[config.mk]
export PLATFORM = sky130hd
export DESIGN_NAME = uart_prom_loader
export DESIGN_NICKNAME = d
export VERILOG_FILES = /design/src/rtl/uart_prom_loader.sv
export SDC_FILE = /design/constraint.sdc
export NUM_CORES = 1
export LEC_CHECK = 0
export ABC_AREA = 1
export BUFFER_PORTS_ARGS = -buffer_cell sky130_fd_sc_hd__buf_2
export CAP_MARGIN = 40
export CORE_MARGIN = 1
export CORE_UTILIZATION = 26
export DETAILED_ROUTE_END_ITERATION = 8
export SETUP_SLACK_MARGIN = 0.15
export SLEW_MARGIN = 20
export SYNTH_ARGS = -nofsm -noshare
export SYNTH_HDL_FRONTEND = slang
export SYNTH_SLANG_ARGS = --single-unit
[constraint.sdc]
create_clock -name clk -period 1.7 [get_ports clk]
set_input_delay 0.085 -clock clk [delete_from_list [all_inputs] [get_ports clk]]
set_output_delay 0.085 -clock clk [all_outputs]
set_load 0.02 [all_outputs]
[src/rtl/uart_prom_loader.sv]
`default_nettype none
// ============================================================================
// Module   : uart_prom_loader
// Brief    : Parses a length-prefixed UART frame into little-endian PROM words
//            and reports done / bad length / checksum / timeout status.
//            Define UART_PROM_LOADER_CHECKSUM_EN to expect a trailing sum byte.
// Revision : 1.0 - initial release
// ============================================================================
module uart_prom_loader #(
    parameter int WORD_BYTES     = 2,
    parameter int WORDS          = 64,
    parameter int TIMEOUT_CYCLES = 0,
    localparam int AW            = $clog2(WORDS),
    localparam int DW            = 8 * WORD_BYTES
) (
    input  logic          clk,
    input  logic          reset,
    input  logic [7:0]    rx_data_i,
    input  logic          rx_ready_i,
    output logic          rx_ack_o,
    output logic [AW-1:0] mem_addr_o,
    output logic [DW-1:0] mem_data_o,
    output logic          mem_we_o,
    output logic          busy_o,
    output logic          done_o,
    output logic          error_o,
    output logic [1:0]    err_code_o,
    output logic [AW:0]   words_written_o
);

    localparam int c_BW       = (WORD_BYTES > 1) ? $clog2(WORD_BYTES) : 1;
    localparam int c_TW       = (TIMEOUT_CYCLES > 1) ? $clog2(TIMEOUT_CYCLES + 1) : 1;
    localparam int c_TMO_LAST = (TIMEOUT_CYCLES > 0) ? TIMEOUT_CYCLES - 1 : 0;

    localparam logic [2:0] c_ST_LEN_LO = 3'd0;
    localparam logic [2:0] c_ST_LEN_HI = 3'd1;
    localparam logic [2:0] c_ST_DATA   = 3'd2;
    localparam logic [2:0] c_ST_FLUSH  = 3'd3;
    localparam logic [2:0] c_ST_CHECK  = 3'd4;
    localparam logic [2:0] c_ST_DONE   = 3'd5;
    localparam logic [2:0] c_ST_ERROR  = 3'd6;

    logic [2:0]      r_state;
    logic [15:0]     r_len;
    logic [c_BW-1:0] r_idx;
    logic [DW-1:0]   r_word;
    logic [AW-1:0]   r_addr;
    logic [AW:0]     r_count;
    logic            r_ack;
    logic            r_we;
    logic            r_busy;
    logic            r_done;
    logic            r_error;
    logic [1:0]      r_err_code;
    logic [c_TW-1:0] r_tmo;

    logic        w_take;
    logic [15:0] w_len_new;
    logic        w_len_bad;
    logic        w_last_word;
    logic        w_timed;
    logic        w_tmo_hit;

    assign w_take      = rx_ready_i & r_ack;
    assign w_len_new   = {rx_data_i, r_len[7:0]};
    assign w_len_bad   = (w_len_new == 16'd0) || (32'(w_len_new) > 32'(WORDS));
    assign w_last_word = (32'(r_count) + 32'd1) == 32'(r_len);
    assign w_timed     = (r_state == c_ST_LEN_HI) || (r_state == c_ST_DATA) ||
                         (r_state == c_ST_CHECK);

    // Inter-byte gap counter; an accepted byte on the expiry edge takes priority.
    always_ff @(posedge clk or posedge reset) begin
        if (reset) begin
            r_tmo <= '0;
        end else if (w_take || !w_timed) begin
            r_tmo <= '0;
        end else if (TIMEOUT_CYCLES != 0) begin
            r_tmo <= r_tmo + 1'b1;
        end
    end

    assign w_tmo_hit = (TIMEOUT_CYCLES != 0) && w_timed && !w_take &&
                       (r_tmo == c_TW'(c_TMO_LAST));

`ifdef UART_PROM_LOADER_CHECKSUM_EN
    logic [7:0] r_sum;
    logic       w_sum_ok;

    always_ff @(posedge clk or posedge reset) begin
        if (reset) begin
            r_sum <= '0;
        end else if (w_take && (r_state != c_ST_FLUSH) && (r_state != c_ST_DONE) &&
                     (r_state != c_ST_ERROR)) begin
            r_sum <= r_sum + rx_data_i;
        end
    end

    assign w_sum_ok = (r_sum + rx_data_i) == 8'h00;
`endif

    always_ff @(posedge clk or posedge reset) begin
        if (reset) begin
            r_state    <= c_ST_LEN_LO;
            r_len      <= '0;
            r_idx      <= '0;
            r_word     <= '0;
            r_addr     <= '0;
            r_count    <= '0;
            r_ack      <= 1'b1;
            r_we       <= 1'b0;
            r_busy     <= 1'b0;
            r_done     <= 1'b0;
            r_error    <= 1'b0;
            r_err_code <= 2'd0;
        end else begin
            r_we <= 1'b0;
            case (r_state)
                c_ST_LEN_LO: begin
                    if (w_take) begin
                        r_len[7:0] <= rx_data_i;
                        r_busy     <= 1'b1;
                        r_state    <= c_ST_LEN_HI;
                    end
                end
                c_ST_LEN_HI: begin
                    if (w_take) begin
                        r_len[15:8] <= rx_data_i;
                        if (w_len_bad) begin
                            r_state    <= c_ST_ERROR;
                            r_busy     <= 1'b0;
                            r_error    <= 1'b1;
                            r_err_code <= 2'd1;
                        end else begin
                            r_idx   <= '0;
                            r_state <= c_ST_DATA;
                        end
                    end else if (w_tmo_hit) begin
                        r_state    <= c_ST_ERROR;
                        r_busy     <= 1'b0;
                        r_error    <= 1'b1;
                        r_err_code <= 2'd3;
                    end
                end
                c_ST_DATA: begin
                    if (w_take) begin
                        for (int i = 0; i < WORD_BYTES; i++) begin
                            if (r_idx == c_BW'(i)) begin
                                r_word[i*8 +: 8] <= rx_data_i;
                            end
                        end
                        if (r_idx == c_BW'(WORD_BYTES - 1)) begin
                            r_idx   <= '0;
                            r_we    <= 1'b1;
                            r_ack   <= 1'b0;
                            r_state <= c_ST_FLUSH;
                        end else begin
                            r_idx <= r_idx + 1'b1;
                        end
                    end else if (w_tmo_hit) begin
                        r_state    <= c_ST_ERROR;
                        r_busy     <= 1'b0;
                        r_error    <= 1'b1;
                        r_err_code <= 2'd3;
                    end
                end
                c_ST_FLUSH: begin
                    r_ack   <= 1'b1;
                    r_count <= r_count + 1'b1;
                    // Address holds on the final word so a full-depth frame never wraps.
                    if (w_last_word) begin
`ifdef UART_PROM_LOADER_CHECKSUM_EN
                        r_state <= c_ST_CHECK;
`else
                        r_state <= c_ST_DONE;
                        r_busy  <= 1'b0;
                        r_done  <= 1'b1;
`endif
                    end else begin
                        r_addr  <= r_addr + 1'b1;
                        r_state <= c_ST_DATA;
                    end
                end
`ifdef UART_PROM_LOADER_CHECKSUM_EN
                c_ST_CHECK: begin
                    if (w_take) begin
                        r_busy <= 1'b0;
                        if (w_sum_ok) begin
                            r_state <= c_ST_DONE;
                            r_done  <= 1'b1;
                        end else begin
                            r_state    <= c_ST_ERROR;
                            r_error    <= 1'b1;
                            r_err_code <= 2'd2;
                        end
                    end else if (w_tmo_hit) begin
                        r_state    <= c_ST_ERROR;
                        r_busy     <= 1'b0;
                        r_error    <= 1'b1;
                        r_err_code <= 2'd3;
                    end
                end
`endif
                default: begin
                    // DONE / ERROR: keep acking and discarding until reset.
                end
            endcase
        end
    end

    assign rx_ack_o        = r_ack;
    assign mem_addr_o      = r_addr;
    assign mem_data_o      = r_word;
    assign mem_we_o        = r_we;
    assign busy_o          = r_busy;
    assign done_o          = r_done;
    assign error_o         = r_error;
    assign err_code_o      = r_err_code;
    assign words_written_o = r_count;

endmodule
`default_nettype wire

# [After elaboration in Yosys (flattened, before gate mapping)]
# Cells that the tools add are included.
[word_totals] regBits=54 inputBits=11 output_inout_bits=36 wordCells=73
[op_classes] add_sub_neg=4 n_lt_le_gt_ge=1 n_eq_ne=11 muxes=23 bitwise=3 n_reduce_logical=18
[op_table] operator="2-to-1 mux 3 bit" n=6
[op_table] operator="equality test 8 x 16 -> 1 bit" n=1
[op_table] operator="greater-than comparator 16 x 7 -> 1 bit, second input constant" n=1
[op_table] operator="zero test 16 bit" n=1
[op_table] operator="inequality test 2 bit, second input constant" n=7
[op_table] operator="2-to-1 mux 1 bit" n=13
[op_table] operator="case mux 3 bit (4 select lines)" n=1
[op_table] operator="AND reduction 3 bit" n=4
[op_table] operator="AND reduction 5 bit" n=2
[op_table] operator="adder 7 x 1 -> 8 bit, second input constant" n=1
[op_table] operator="AND reduction 2 bit" n=4
[op_table] operator="adder 7 x 1 -> 7 bit, second input constant" n=1
[op_table] operator="adder 6 x 1 -> 6 bit, second input constant" n=1
[op_table] operator="equality test 3 x 2 -> 1 bit, second input constant" n=2
[op_table] operator="case mux 1 bit (2 select lines)" n=2
[op_table] operator="AND reduction 4 bit" n=1
[op_table] operator="nonzero test 2 bit" n=2
[op_table] operator="nonzero test 4 bit" n=1
[op_table] operator="equality test 3 x 1 -> 1 bit, second input constant" n=1
[op_table] operator="zero test 3 bit" n=1
[op_table] operator="case mux 1 bit (3 select lines)" n=1
[op_table] operator="nonzero test 3 bit" n=1
[op_table] operator="NOT 1 bit" n=2
[op_table] operator="adder 1 bit, second input constant" n=1
[op_table] operator="other kinds (2)" n=2

# [Logic depth before layout (Yosys ltp)]
# Gate-level depths: netlist (run 1).
[logic_depth] word_depth=5 depth_mapped=15 mapped_depth_nobuf=14

# [Worst setup path before layout (run 1)]
# OpenSTA, ideal clock, no wires.
[synth_path] kind="reg-to-reg" startpoint="register r_count[0] (netlist: words_written_o[0])" endpoint="register r_busy (netlist: busy_o)" setup_time_ns=0.127 arrival_time_ns=1.690 slack_ns=-0.117 stages_incl_launch_ff=13 synth_period_minus_slack_ns=1.817 cell_sequence="dfrtp_1 -> ha_1 -> xnor2_1 -> nand2_1 -> nor2_1 -> nand3_1 -> nor2_2 -> nand2_1 -> nand2_2 -> buf_6 -> nand2_2 -> nand2_1 -> nand2_1"
[synth_between] elab_chain_len=4
[synth_lines] element="from (decl)" line_no="48" rtl="logic [AW:0] r_count;"
[synth_lines] element="from (signal assigned)" line_no="168" rtl="r_count <= r_count + 1'b1;"
[synth_lines] element="adder 7 x 1 -> 8 bit" line_no="67" rtl="assign w_last_word = (32'(r_count) + 32'd1) == 32'(r_len);"
[synth_lines] element="equality test 8 x 16 -> 1 bit" line_no="67"
[synth_lines] element="inequality test 2 bit (no line)"
[synth_lines] element="AND reduction 5 bit (no line)"
[synth_lines] element="to (signal assigned)" line_no="111" rtl="r_busy <= 1'b0;"
[synth_lines] element="to (signal assigned)" line_no="121" rtl="r_busy <= 1'b1;"
[synth_lines] element="to (signal assigned)" line_no="130" rtl="r_busy <= 1'b0;"
[synth_lines] element="to (decl)" line_no="51" rtl="logic r_busy;"
# No other way between the ends.
# A chain may end at the register's enable or synchronous reset.

# [Worst setup path after layout (run 1)]
[layout_path] startpoint="register r_count[0] (netlist: words_written_o[0])" endpoint="register r_addr[5] (netlist: mem_addr_o[5])"
[layout_between] elab_chain_len=4
[layout_lines] element="adder 7 x 1 -> 8 bit" line_no="67"
[layout_lines] element="equality test 8 x 16 -> 1 bit" line_no="67"
[layout_lines] element="NOT 1 bit (no line)"
[layout_lines] element="AND reduction 2 bit (no line)"
[layout_lines] element="to (signal assigned)" line_no="179" rtl="r_addr <= r_addr + 1'b1;"
[layout_lines] element="to (decl)" line_no="47" rtl="logic [AW-1:0] r_addr;"
# No other way between the ends.

==> results of run 1 <==
==> per-layer routing <==
metal  GRT usage, %  vias up  part of all wire (%)
met5              0        -                     0
met4           2.68        0                  0.96
met3           3.27        7                   5.4
met2           20.5       46                    46
met1           16.6      982                    47
li1               -     1104                     -
==> worst max-delay path: stages, from the launching register on <==
cell	delay, ps
dfrtp_2	450
ha_4	190
nand2_4	100
inv_6	50
nand2_2	60
nand2_2	50
and2_4	140
nor2_4	120
nor2_4	50
nand2_2	70
nand2_4	80
buf_6	150
nand2_2	50
o21ai_2	40
==> power by group through the flow <==
| stage | clock, mW | combinational [mW] | sequential (mW) |
|---|---|---|---|
| 2_1_floorplan | 0 | 0.0335 | 1.31 |
| 3_3_place_gp | 0 | 0.0734 | 1.31 |
| 3_5_place_dp | 0 | 0.0741 | 1.31 |
| 4_1_cts | 0.929 | 0.0762 | 1.28 |
| 5_1_grt | 0.987 | 0.0853 | 1.28 |
| 6_report | 0.905 | 0.0749 | 1.28 |
==> path summary, 6_finish.rpt <==
kind / slack [ps] / start / end / cells after the start
max in group asynchronous: 1060 / reset / rx_ack_o / 4
worst max register to register: -10 / words_written_o[0] / mem_addr_o[5] / 13
min in group asynchronous: 350 / reset / mem_data_o[2] / 4
worst min-delay path: 120 / rx_data_i[2] / mem_data_o[10] / 3
worst min register to register: 470 / done_o / done_o / 2
worst max-delay path: -10 / words_written_o[0] / mem_addr_o[5] / 13
==> synthesized netlist by cell type, drive strengths merged, types with 3 or more instances <==
library cell	number	area, um2
nand2	96	368
xor2	3	26.3
clkbuf	4	15.0
inv	42	158
nand4	4	25.0
o21ai	45	225
nor2	23	96.3
xnor2	3	26.3
buf	3	26.3
dfrtp	53	1330
nand3	19	95.1
==> metrics by stage <==
step / utilization (%) / hold WS (ps) / total power, mW / cell area [um2] / TNS (ps)
floorplan: - / 294 / 1.34 / 2530 / 0
global placement: 32.3 / 156 / 1.38 / 3000 / -4.87
detailed placement: 32.3 / 159 / 1.38 / 3000 / -310
CTS: 34.3 / 108 / 2.29 / 3180 / 0
global route: 35.5 / 115 / 2.36 / 3290 / -532
finish: 35.5 / 118 / 2.26 / 3290 / -16.3
==> what timing repair did <==
item                       CTS  global route
cloned                       0             1
hold endpoints to repair    53             0
hold buffers                 1             0
gates resized for setup     15            36
buffers inserted             1             2
pin swaps                    7            11
setup endpoints to repair   12            37
==> sequential cells by signal, indices dropped and copies added (netlist names) <==
| register | cells |
|---|---|
| words_written_o | 7 |
| mem_data_o | 16 |
| r_idx | 1 |
| error_o | 1 |
| r_state | 3 |
| busy_o | 1 |
| r_len | 16 |
| done_o | 1 |
| mem_we_o | 1 |
| rx_ack_o | 1 |
| mem_addr_o | 6 |
==> logic make-up after synthesis <==
family / share of synthesized area (%)
AO/OA/AOI/OAI: 10.1
XOR/XNOR: 2.10
adder cells (fa/ha/maj): 0.997
buffers and inverters: 7.93
flip-flops: 53.9
other: 0.149
AND/OR/NAND/NOR: 24.8
==> cells in the final DEF, fill, tap and decap left out, types with 6 or more instances in the layout <==
| cell type | instances |
|---|---|
| o21ai_1 | 6 |
| nand2_1 | 78 |
| buf_4 | 15 |
| o21ai_0 | 36 |
| nand3_1 | 15 |
| inv_1 | 36 |
| nand2_2 | 15 |
| buf_2 | 45 |
| dfrtp_1 | 49 |
| nor2_1 | 14 |
==> area by class of cell <==
type / instances / area, um2
inverters: 42 / 163
well taps: 129 / 161
fillers: 983 / 5990
clock buffers: 5 / 68.8
repair buffers: 64 / 390
flip-flops and latches: 54 / 1360
multi-input cells: 206 / 1100
repair inverters: 1 / 7.51
clock inverters: 3 / 47.5
==> summary.txt, run 1 <==
Timing
  – Fin. Hold Viols: 0
  – Final setup fails: 3
  – Worst Skew: 10.2 ps
  – Highest clock rate: 584 MHz
  – Period minus WS final: 1710 ps
  – Slew Viols, Final: 0
  – Worst setup margin: -11.0 ps
  – Final period util: 101%
  – RSZ-0062 raised after global routing: yes

Pwr
  – P_int: 1.75 mW
  – Combinational power share: 3.3%
  – Sequential share of power: 56.7%
  – Switching share of power: 22.5%
  – Net Switching: 509 uW
  – Leak: 1.67 nW
  – Clk network pwr share: 40.0%
  – Worst vdd ir: 362 uV
  – P per Cell Area: 687 nW/um2

Placement
  – Routability cong.: 0.791
  – Number of port buffers: 45
  – Post-DP HPWL: 4280 um
  – DP Cell Count: 491
  – Pre-CTS setup slack: -60.4 ps

Yosys
  – Post-Syn Area: 2510 um2
  – Count of different cell masters after synthesis: 27
  – Async SR Flop Fraction: 100%
  – Mapped Cells: 309
  – EDFF count, synth: 0
  – Yosys reg bits: 54
  – Mapped Avg Cell Area: 8.12 um2
  – Primary FF master, synth: dfrtp_1
  – Synth Warn #: 0
  – Post-synthesis net count: 322
  – Seq/Total Area, Yosys: 53.9%

Worst setup path
  – Worst Path Required: 1910 ps
  – Setup Crit Path Kind: reg2reg
  – Startpoint types: flip-flop
  – CP Capture Type: flip-flop
  – Critical path fanouts, max: 6
  – Crit path DAT: 1920 ps

Floorplan
  – Initial core utilization: 27.0%
  – Die W: 100 um
  – I/O Pins: 47
  – FP Rows: 35
  – Core Region: 9280 um2
  – Die area: 10,000 um2
  – Die Y: 100 um

Detailed routing
  – Wirelength per Cell: 11.8 um
  – # DRC: 0
  – DRT iter0 DRCs: 61
  – 1st-pass router iterations: 4
  – DR vias/cell: 4.24
  – Vias: 2,139
  – Routed WL: 5960 um
  – Routed Antenna Nets: 0

Run
  – Max Cap Violations: 0

Final layout
  – Antenna diodes: 0
  – Area delta synth->final: 31.3%
  – Cell Count, Final, Fillers Out: 504
  – Layout cells sized above 1: 32.8%
  – Nets: 387

GRT
  – Global-route wire length before repair: 9990 um
  – Number of global-route vias before repair: 2,086
  – Overflow after GRT: 0
  – Initial antenna violation count: 0
  – Largest net degree at the start of global routing: 55
  – Gr usage total: 12.5%

Clock network
  – Bufs on Longest Clock Path: 2
  – CTS root buffer: clkbuf_8
  – Later-pin clock latency in the skew report: 320 ps
  – TritonCTS clock tree: built
  – # H-tree levels: 2
  – Clock slew at reported path FFs: 110 ps
  – Sink Count: 54
  – Num CTS Buffers: 5

Worst hold path
  – Worst hold-check path type: in2reg

Outcome
  – Run status: complete, but fails checks
  – Failing checks: setup timing
(Power assumes the default switching activity.)
==> inputs of run 2 (changes only) <==
--- a/config.mk
+++ b/config.mk
@@ -5,7 +5,6 @@
 export SDC_FILE = /design/constraint.sdc
 export NUM_CORES = 1
 export LEC_CHECK = 0
-export ABC_AREA = 1
 export BUFFER_PORTS_ARGS = -buffer_cell sky130_fd_sc_hd__buf_2
 export CAP_MARGIN = 40
 export CORE_MARGIN = 1
==> summary.txt, run 2 <==
Pwr
  – Worst vdd ir: 369 uV (was 362 uV)
  – P per Cell Area: 635 nW/um2 (was 687 nW/um2)
  – Leak: 1.83 nW (was 1.67 nW)
  – Total power: 2.26 mW (about the same)

Timing
  – Worst Skew: 5.75 ps (was 10.2 ps)
  – Final setup fails: 35 (was 3)
  – RSZ-0062 raised after global routing: yes (unchanged)
  – Worst setup margin: -249 ps (was -11.0 ps)
  – Slew Viols, Final: 0 (unchanged)
  – Fin. Hold Viols: 0 (unchanged)
  – Period minus WS final: 1950 ps (was 1710 ps)
  – Final period util: 115% (was 101%)
  – Highest clock rate: 513 MHz (was 584 MHz)

Floorplan
  – Die W: 99.6 um (was 100 um)
  – FP Rows: 35 (unchanged)
  – I/O Pins: 47 (unchanged)
  – Initial core utilization: 26.8% (was 27.0%)
  – Die Y: 99.6 um (was 100 um)
  – Core Region: 9240 um2 (was 9280 um2)
  – Die area: 9930 um2 (was 10,000 um2)

Outcome
  – Failing checks: setup timing (unchanged)
  – Run status: complete, but fails checks (unchanged)

Detailed routing
  – 1st-pass router iterations: 4 (unchanged)
  – DR vias/cell: 4.39 (was 4.24)
  – DRT iter0 DRCs: 55 (was 61)
  – Wirelength per Cell: 13.9 um (was 11.8 um)
  – # DRC: 0 (unchanged)
  – Vias: 1,934 (was 2,139)
  – Routed Antenna Nets: 0 (unchanged)
  – Routed WL: 6140 um (was 5960 um)

Yosys
  – Seq/Total Area, Yosys: 54.6% (was 53.9%)
  – Post-synthesis net count: 229 (was 322)
  – Primary FF master, synth: dfrtp_1 (unchanged)
  – Synth top cells by count: dfrtp_1, nand2_1, mux2_2, nor2_1, xnor2_1 (was nand2_1, dfrtp_1, o21ai_0, inv_1)
  – Mapped Cells: 216 (was 309)
  – Synth Warn #: 0 (unchanged)
  – Top-area cell type share of the netlist area: 53.5% (was 52.9%)
  – Yosys reg bits: 54 (unchanged)
  – Count of different cell masters after synthesis: 43 (was 27)
  – Post-Syn Area: 2480 um2 (was 2510 um2)
  – Synth area leaders: dfrtp_1, mux2_2, nand2_1 (was dfrtp_1, nand2_1, o21ai_0)
  – Most frequent cell after synthesis: dfrtp_1 (was nand2_1)
  – Mapped Avg Cell Area: 11.5 um2 (was 8.12 um2)
  – EDFF count, synth: 0 (unchanged)
  – Yosys top cell by area: dfrtp_1 (unchanged)
  – Async SR Flop Fraction: 100% (unchanged)

Clock network
  – Clock slew at reported path FFs: 110 ps (about the same)
  – CTS root buffer: clkbuf_8 (unchanged)
  – Num CTS Buffers: 5 (unchanged)
  – TritonCTS clock tree: built (unchanged)
  – Later-pin clock latency in the skew report: 310 ps (was 320 ps)
  – Bufs on Longest Clock Path: 2 (unchanged)
  – # H-tree levels: 2 (unchanged)
  – Sink Count: 54 (unchanged)

GRT
  – Gr usage total: 13.4% (was 12.5%)
  – Initial antenna violation count: 0 (unchanged)
  – Overflow after GRT: 0 (unchanged)
  – Number of global-route vias before repair: 2,069 (was 2,086)
  – Global-route wire length before repair: 10,300 um (was 9990 um)
  – Largest net degree at the start of global routing: 35 (was 55)

Worst hold path
  – Worst hold-check path type: in2reg (unchanged)
  – Hold endpoint: r_len[14] (was mem_data_o[10])
  – Worst Hold Depth: 3 (unchanged)
  – Hold Crit Start: rx_data_i[6] (was rx_data_i[2])

Placement
  – DP Cell Count: 423 (was 491)
  – Pre-CTS setup slack: -290 ps (was -60.4 ps)
  – Routability cong.: 0.791 (about the same)
  – Post-DP HPWL: 4280 um (about the same)
  – Dpl cell area: 3260 um2 (was 3000 um2)
  – Number of port buffers: 45 (unchanged)

Worst setup path
  – Reg2Reg Launch Point: words_written_o[4] (was words_written_o[0])
  – Worst Setup SP: words_written_o[4] (was words_written_o[0])
  – Flop-to-flop setup slack: -250 ps (was -10 ps)
  – Reg-to-reg endpoint: mem_addr_o[1] (was mem_addr_o[5])
  – Critical path fanouts, max: 5 (was 6)
  – Worst Path Required: 1910 ps (about the same)
  – CP Capture Type: flip-flop (unchanged)
  – Cells on worst reg2reg path: 6 (was 13)
  – Setup Crit Path Kind: reg2reg (unchanged)
  – Crit path DAT: 2160 ps (was 1920 ps)
  – Startpoint types: flip-flop (unchanged)

Final layout
  – Area delta synth->final: 43.7% (was 31.3%)
  – Commonest non-fill, non-tap cell in the layout: dfrtp_1 (was nand2_1)
  – Most frequent cells in the layout: dfrtp_1, buf_2, buf_4 (was nand2_1, dfrtp_1, buf_2)
  – Post-route cell area: 3560 um2 (was 3290 um2)
  – Layout cells sized above 1: 52.9% (was 32.8%)
  – Cell Count, Final, Fillers Out: 441 (was 504)
  – Nets: 324 (was 387)
  – Antenna diodes: 0 (unchanged)

Run
  – Max Cap Violations: 0 (unchanged)
[run 2: cell types whose count changed after synthesis, moves of 4 or more]
cell,previous run,this run
nor2_1,19,12
xor2_1,3,8
o21ai_0,42,6
a211oi_1,0,4
nand2_1,93,35
nand3_1,19,7
mux2_2,0,24
xnor2_1,3,11
inv_1,41,3
[run 2: cell type report]
type | count | area, um2
Timing Repair Buffer | 95 | 649
Fill cell | 933 | 5680
Multi-Input combinational cell | 152 | 1270
Sequential cell | 54 | 1360
Tap cell | 129 | 161
Clock inverter | 3 | 43.8
Inverter | 3 | 11.3
Clock buffer | 5 | 68.8
[run 2: cell families (layout without fill, tap and decap cells)]
family	after synthesis	in the layout	share of synthesized area, %
AO/OA/AOI/OAI	20	20	6.87
XOR/XNOR	19	19	6.71
flip-flops	54	54	54.6
AND/OR/NAND/NOR	84	85	17.2
other	1	1	0.151
buffers and inverters	11	106	2.02
multiplexers	25	25	11.5
adder cells (fa/ha/maj)	2	2	1.01
[run 2: power by group]
part	switching (mW)	leakage, nW	internal (mW)	total, mW
sequential	0	0.733	1.28	1.28
combinational	0.0486	1.04	0.0205	0.0691
clock	0.466	0.0585	0.443	0.909
total	0.515	1.83	1.75	2.26
[run 2: routing by layer]
layer  GRT usage, %  up-vias  routed length, um
met5              0        -                  0
met4           3.39        0                 65
met3           3.09        6                213
met2           22.5       32               3030
met1           17.5      959               2830
li1               -      937                  -
[run 2: metrics by stage]
stage | hold slack (ps) | setup TNS, ps | utilization (%)
floorplan | 190 | -4610 | -
global placement | -52.1 | -3410 | 35.3
detailed placement | -52.0 | -4080 | 35.3
CTS | 31.9 | -4640 | 38.1
global route | 38.4 | -6440 | 38.6
finish | 29.8 | -3950 | 38.6
[run 2: repair_timing]
action                                  in CTS  in global routing
pin swaps                                    8                  3
gates resized for setup                     20                  9
hold buffers                                 1                  0
gates cloned                                 1                  0
endpoints found under the setup margin      38                 48
setup buffers                                7                  1
endpoints found under the hold margin       53                  0
[run 2: how the worst max path moves through the flow]
stage                                to  slack (ps)
after floorplan           mem_addr_o[1]        -410
after global placement    mem_addr_o[1]        -240
after detailed placement  mem_addr_o[1]        -290
after CTS                 mem_addr_o[1]        -260
after global routing      mem_addr_o[2]        -330
final                     mem_addr_o[1]        -250
[run 2: critical path, cell delays in order, from the launching register on]
cell,delay (ps)
dfrtp_2,450
and4_4,210
nor4bb_1,140
o311a_4,310
o311ai_4,240
and2_4,200
mux2_4,290
==> inputs of run 3 (changes only) <==
--- a/config.mk
+++ b/config.mk
@@ -5,6 +5,7 @@
 export SDC_FILE = /design/constraint.sdc
 export NUM_CORES = 1
 export LEC_CHECK = 0
+export ABC_AREA = 0
 export BUFFER_PORTS_ARGS = -buffer_cell sky130_fd_sc_hd__buf_2
 export CAP_MARGIN = 40
 export CORE_MARGIN = 1
==> constraint.sdc (replaced) <==
create_clock -name clk -period 2 [get_ports clk]
set_input_delay 0.1 -clock clk [delete_from_list [all_inputs] [get_ports clk]]
set_output_delay 0.1 -clock clk [all_outputs]
set_load 0.02 [all_outputs]
==> summary.txt, run 3 (synthesis results as in run 2) <==
GRT
  – Initial antenna violation count: 0 (unchanged)
  – Global-route wire length before repair: 9260 um (was 10,300 um)
  – Overflow after GRT: 0 (unchanged)
  – Gr usage total: 11.7% (was 13.4%)
  – Number of global-route vias before repair: 1,829 (was 2,069)
  – Largest net degree at the start of global routing: 23 (was 35)

Pwr
  – P per Cell Area: 557 nW/um2 (was 635 nW/um2)
  – Combinational power share: 2.9% (was 3.1%)
  – Leak: 1.70 nW (was 1.83 nW)
  – Worst vdd ir: 268 uV (was 369 uV)
  – P_int: 1.42 mW (was 1.75 mW)
  – Sequential share of power: 59.8% (was 56.8%)
  – Switching share of power: 22.1% (was 22.8%)
  – Clk network pwr share: 37.4% (was 40.2%)
  – Total power: 1.83 mW (was 2.26 mW)
  – Net Switching: 403 uW (was 515 uW)

Timing
  – Final period util: 100% (was 115%)
  – Highest clock rate: 499 MHz (was 513 MHz)
  – Worst Skew: 18.5 ps (was 5.75 ps)
  – RSZ-0062 raised after global routing: yes (unchanged)
  – Period minus WS final: 2000 ps (was 1950 ps)
  – Slew Viols, Final: 0 (unchanged)
  – Final setup fails: 1 (was 35)
  – Fin. Hold Viols: 0 (unchanged)
  – Worst setup margin: -3.19 ps (was -249 ps)

Placement
  – Routability cong.: 0.793 (was 0.791)
  – Pre-CTS setup slack: -51.6 ps (was -290 ps)
  – Post-DP HPWL: 4050 um (was 4280 um)
  – Number of port buffers: 45 (unchanged)

Detailed routing
  – # DRC: 0 (unchanged)
  – Routed WL: 5520 um (was 6140 um)
  – Wirelength per Cell: 13.4 um (was 13.9 um)
  – 1st-pass router iterations: 4 (unchanged)
  – DRT iter0 DRCs: 79 (was 55)
  – Vias: 1,795 (was 1,934)
  – Routed Antenna Nets: 0 (unchanged)
  – DR vias/cell: 4.35 (was 4.39)

Floorplan
  – I/O Pins: 47 (unchanged)
  – FP Rows: 35 (unchanged)
  – Initial core utilization: 26.8% (unchanged)
  – Die Y: 99.6 um (unchanged)
  – Die W: 99.6 um (unchanged)
  – Core Region: 9240 um2 (unchanged)
  – Die area: 9930 um2 (unchanged)

Final layout
  – Area occupied by registers: 1360 um2 (about the same)
  – Layout fillers: 925 (was 933)
  – Nets: 296 (was 324)
  – Layout cells sized above 1: 47.9% (was 52.9%)
  – Multi-input logic area: 1210 um2 (was 1270 um2)
  – Most frequent cells in the layout: dfrtp_1, buf_2, nand2_1 (was dfrtp_1, buf_2, buf_4)
  – Commonest non-fill, non-tap cell in the layout: dfrtp_1 (unchanged)
  – Antenna diodes: 0 (unchanged)
  – Area delta synth->final: 32.3% (was 43.7%)

Outcome
  – Failing checks: setup timing (unchanged)
  – Run status: complete, but fails checks (unchanged)

Worst setup path
  – Reg2Reg Launch Point: words_written_o[0] (was words_written_o[4])
  – Crit path DAT: 2210 ps (was 2160 ps)
  – Worst Path Required: 2210 ps (was 1910 ps)
  – Reg-to-reg endpoint: mem_addr_o[1] (unchanged)
  – Critical path fanouts, max: 5 (unchanged)
  – Startpoint types: flip-flop (unchanged)
  – Flop-to-flop setup slack: -3 ps (was -250 ps)
  – Cells on worst reg2reg path: 7 (was 6)
  – CP Capture Type: flip-flop (unchanged)
  – Setup Crit Path Kind: reg2reg (unchanged)

Clock network
  – # H-tree levels: 2 (unchanged)
  – Sink Count: 54 (unchanged)
  – Bufs on Longest Clock Path: 2 (unchanged)
  – Later-pin clock latency in the skew report: 310 ps (about the same)
  – CTS root buffer: clkbuf_8 (unchanged)
  – Clock slew at reported path FFs: 110 ps (about the same)
  – Num CTS Buffers: 5 (unchanged)
  – TritonCTS clock tree: built (unchanged)

Worst hold path
  – Hold Crit Start: rx_data_i[7] (was rx_data_i[6])
  – Worst hold-check path type: in2reg (unchanged)
  – Hold endpoint: r_len[15] (was r_len[14])
  – Worst Hold Depth: 3 (unchanged)

Run
  – Max Cap Violations: 0 (unchanged)
run 3: cell types whose count changed in the layout (fill, tap and decap cells not counted), sizes merged:
cell	change
and3	-1
clkbuf	+2
inv	-1
bufinv	-1
buf	-27
run 3: how the worst max path moves through the flow:
| stage | start | end | slack [ps] | cells past startpoint |
|---|---|---|---|---|
| finish | words_written_o[0] | mem_addr_o[1] | -3 | 7 |
| global placement | words_written_o[0] | mem_addr_o[1] | -10 | 7 |
| floorplan | words_written_o[2] | mem_addr_o[1] | -110 | 7 |
| detailed placement | words_written_o[0] | mem_addr_o[1] | -50 | 7 |
| global route | words_written_o[0] | mem_addr_o[1] | -90 | 7 |
| CTS | words_written_o[0] | mem_addr_o[1] | -10 | 6 |
run 3: what timing repair did:
item / 4_1_cts / 5_1_grt
endpoints found under the setup margin: 29 / 25
hold buffers: 1 / 0
pin swaps: 8 / 3
gates resized for setup: 10 / 24
setup buffers: 1 / 1
endpoints found under the hold margin: 18 / 0
run 3: area by class of cell:
class	instances	share of cell area (%)
flip-flops and latches	54	41.5
multi-input cells	151	37.0
repair buffers	68	13.1
well taps	129	4.92
clock buffers	7	2.94
inverters	3	0.343
clock inverters	1	0.267
run 3: through the flow:
stage                     hold WS (ps)  TNS [ps]  instances  utilization [%]  instance area, um2
after global routing              60.1      -451        413             35.5                3280
final                             64.0     -3.19        413             35.5                3280
after floorplan                    205      -108        216                -                2520
after detailed placement           136     -81.3        402             32.6                3010
after global placement             133     -10.9        402             32.6                3010
after CTS                         57.0     -10.8        412             34.4                3170
run 3: critical path, cell delays in order (launching register included):
cell and delay, ps:
dfrtp_2 470, ha_4 300, xnor2_2 100, nand4_1 120, a211oi_2 280, o311ai_4 150
and2_4 190, mux2_4 290
run 3: routing by layer:
layer	wire length [um]	global-route usage (%)	vias up
met5	0	0	-
met4	0	2.38	0
met3	282	2.74	0
met2	2520	18.4	43
met1	2720	16.5	875
li1	-	-	877
run 3: power by group through the flow:
stage | clock network (mW) | logic, mW | registers, mW
finish | 0.682 | 0.0525 | 1.09
global route | 0.745 | 0.0611 | 1.09
CTS | 0.703 | 0.0551 | 1.09
detailed placement | 0 | 0.0536 | 1.11
global placement | 0 | 0.0525 | 1.11
floorplan | 0 | 0.0223 | 1.11
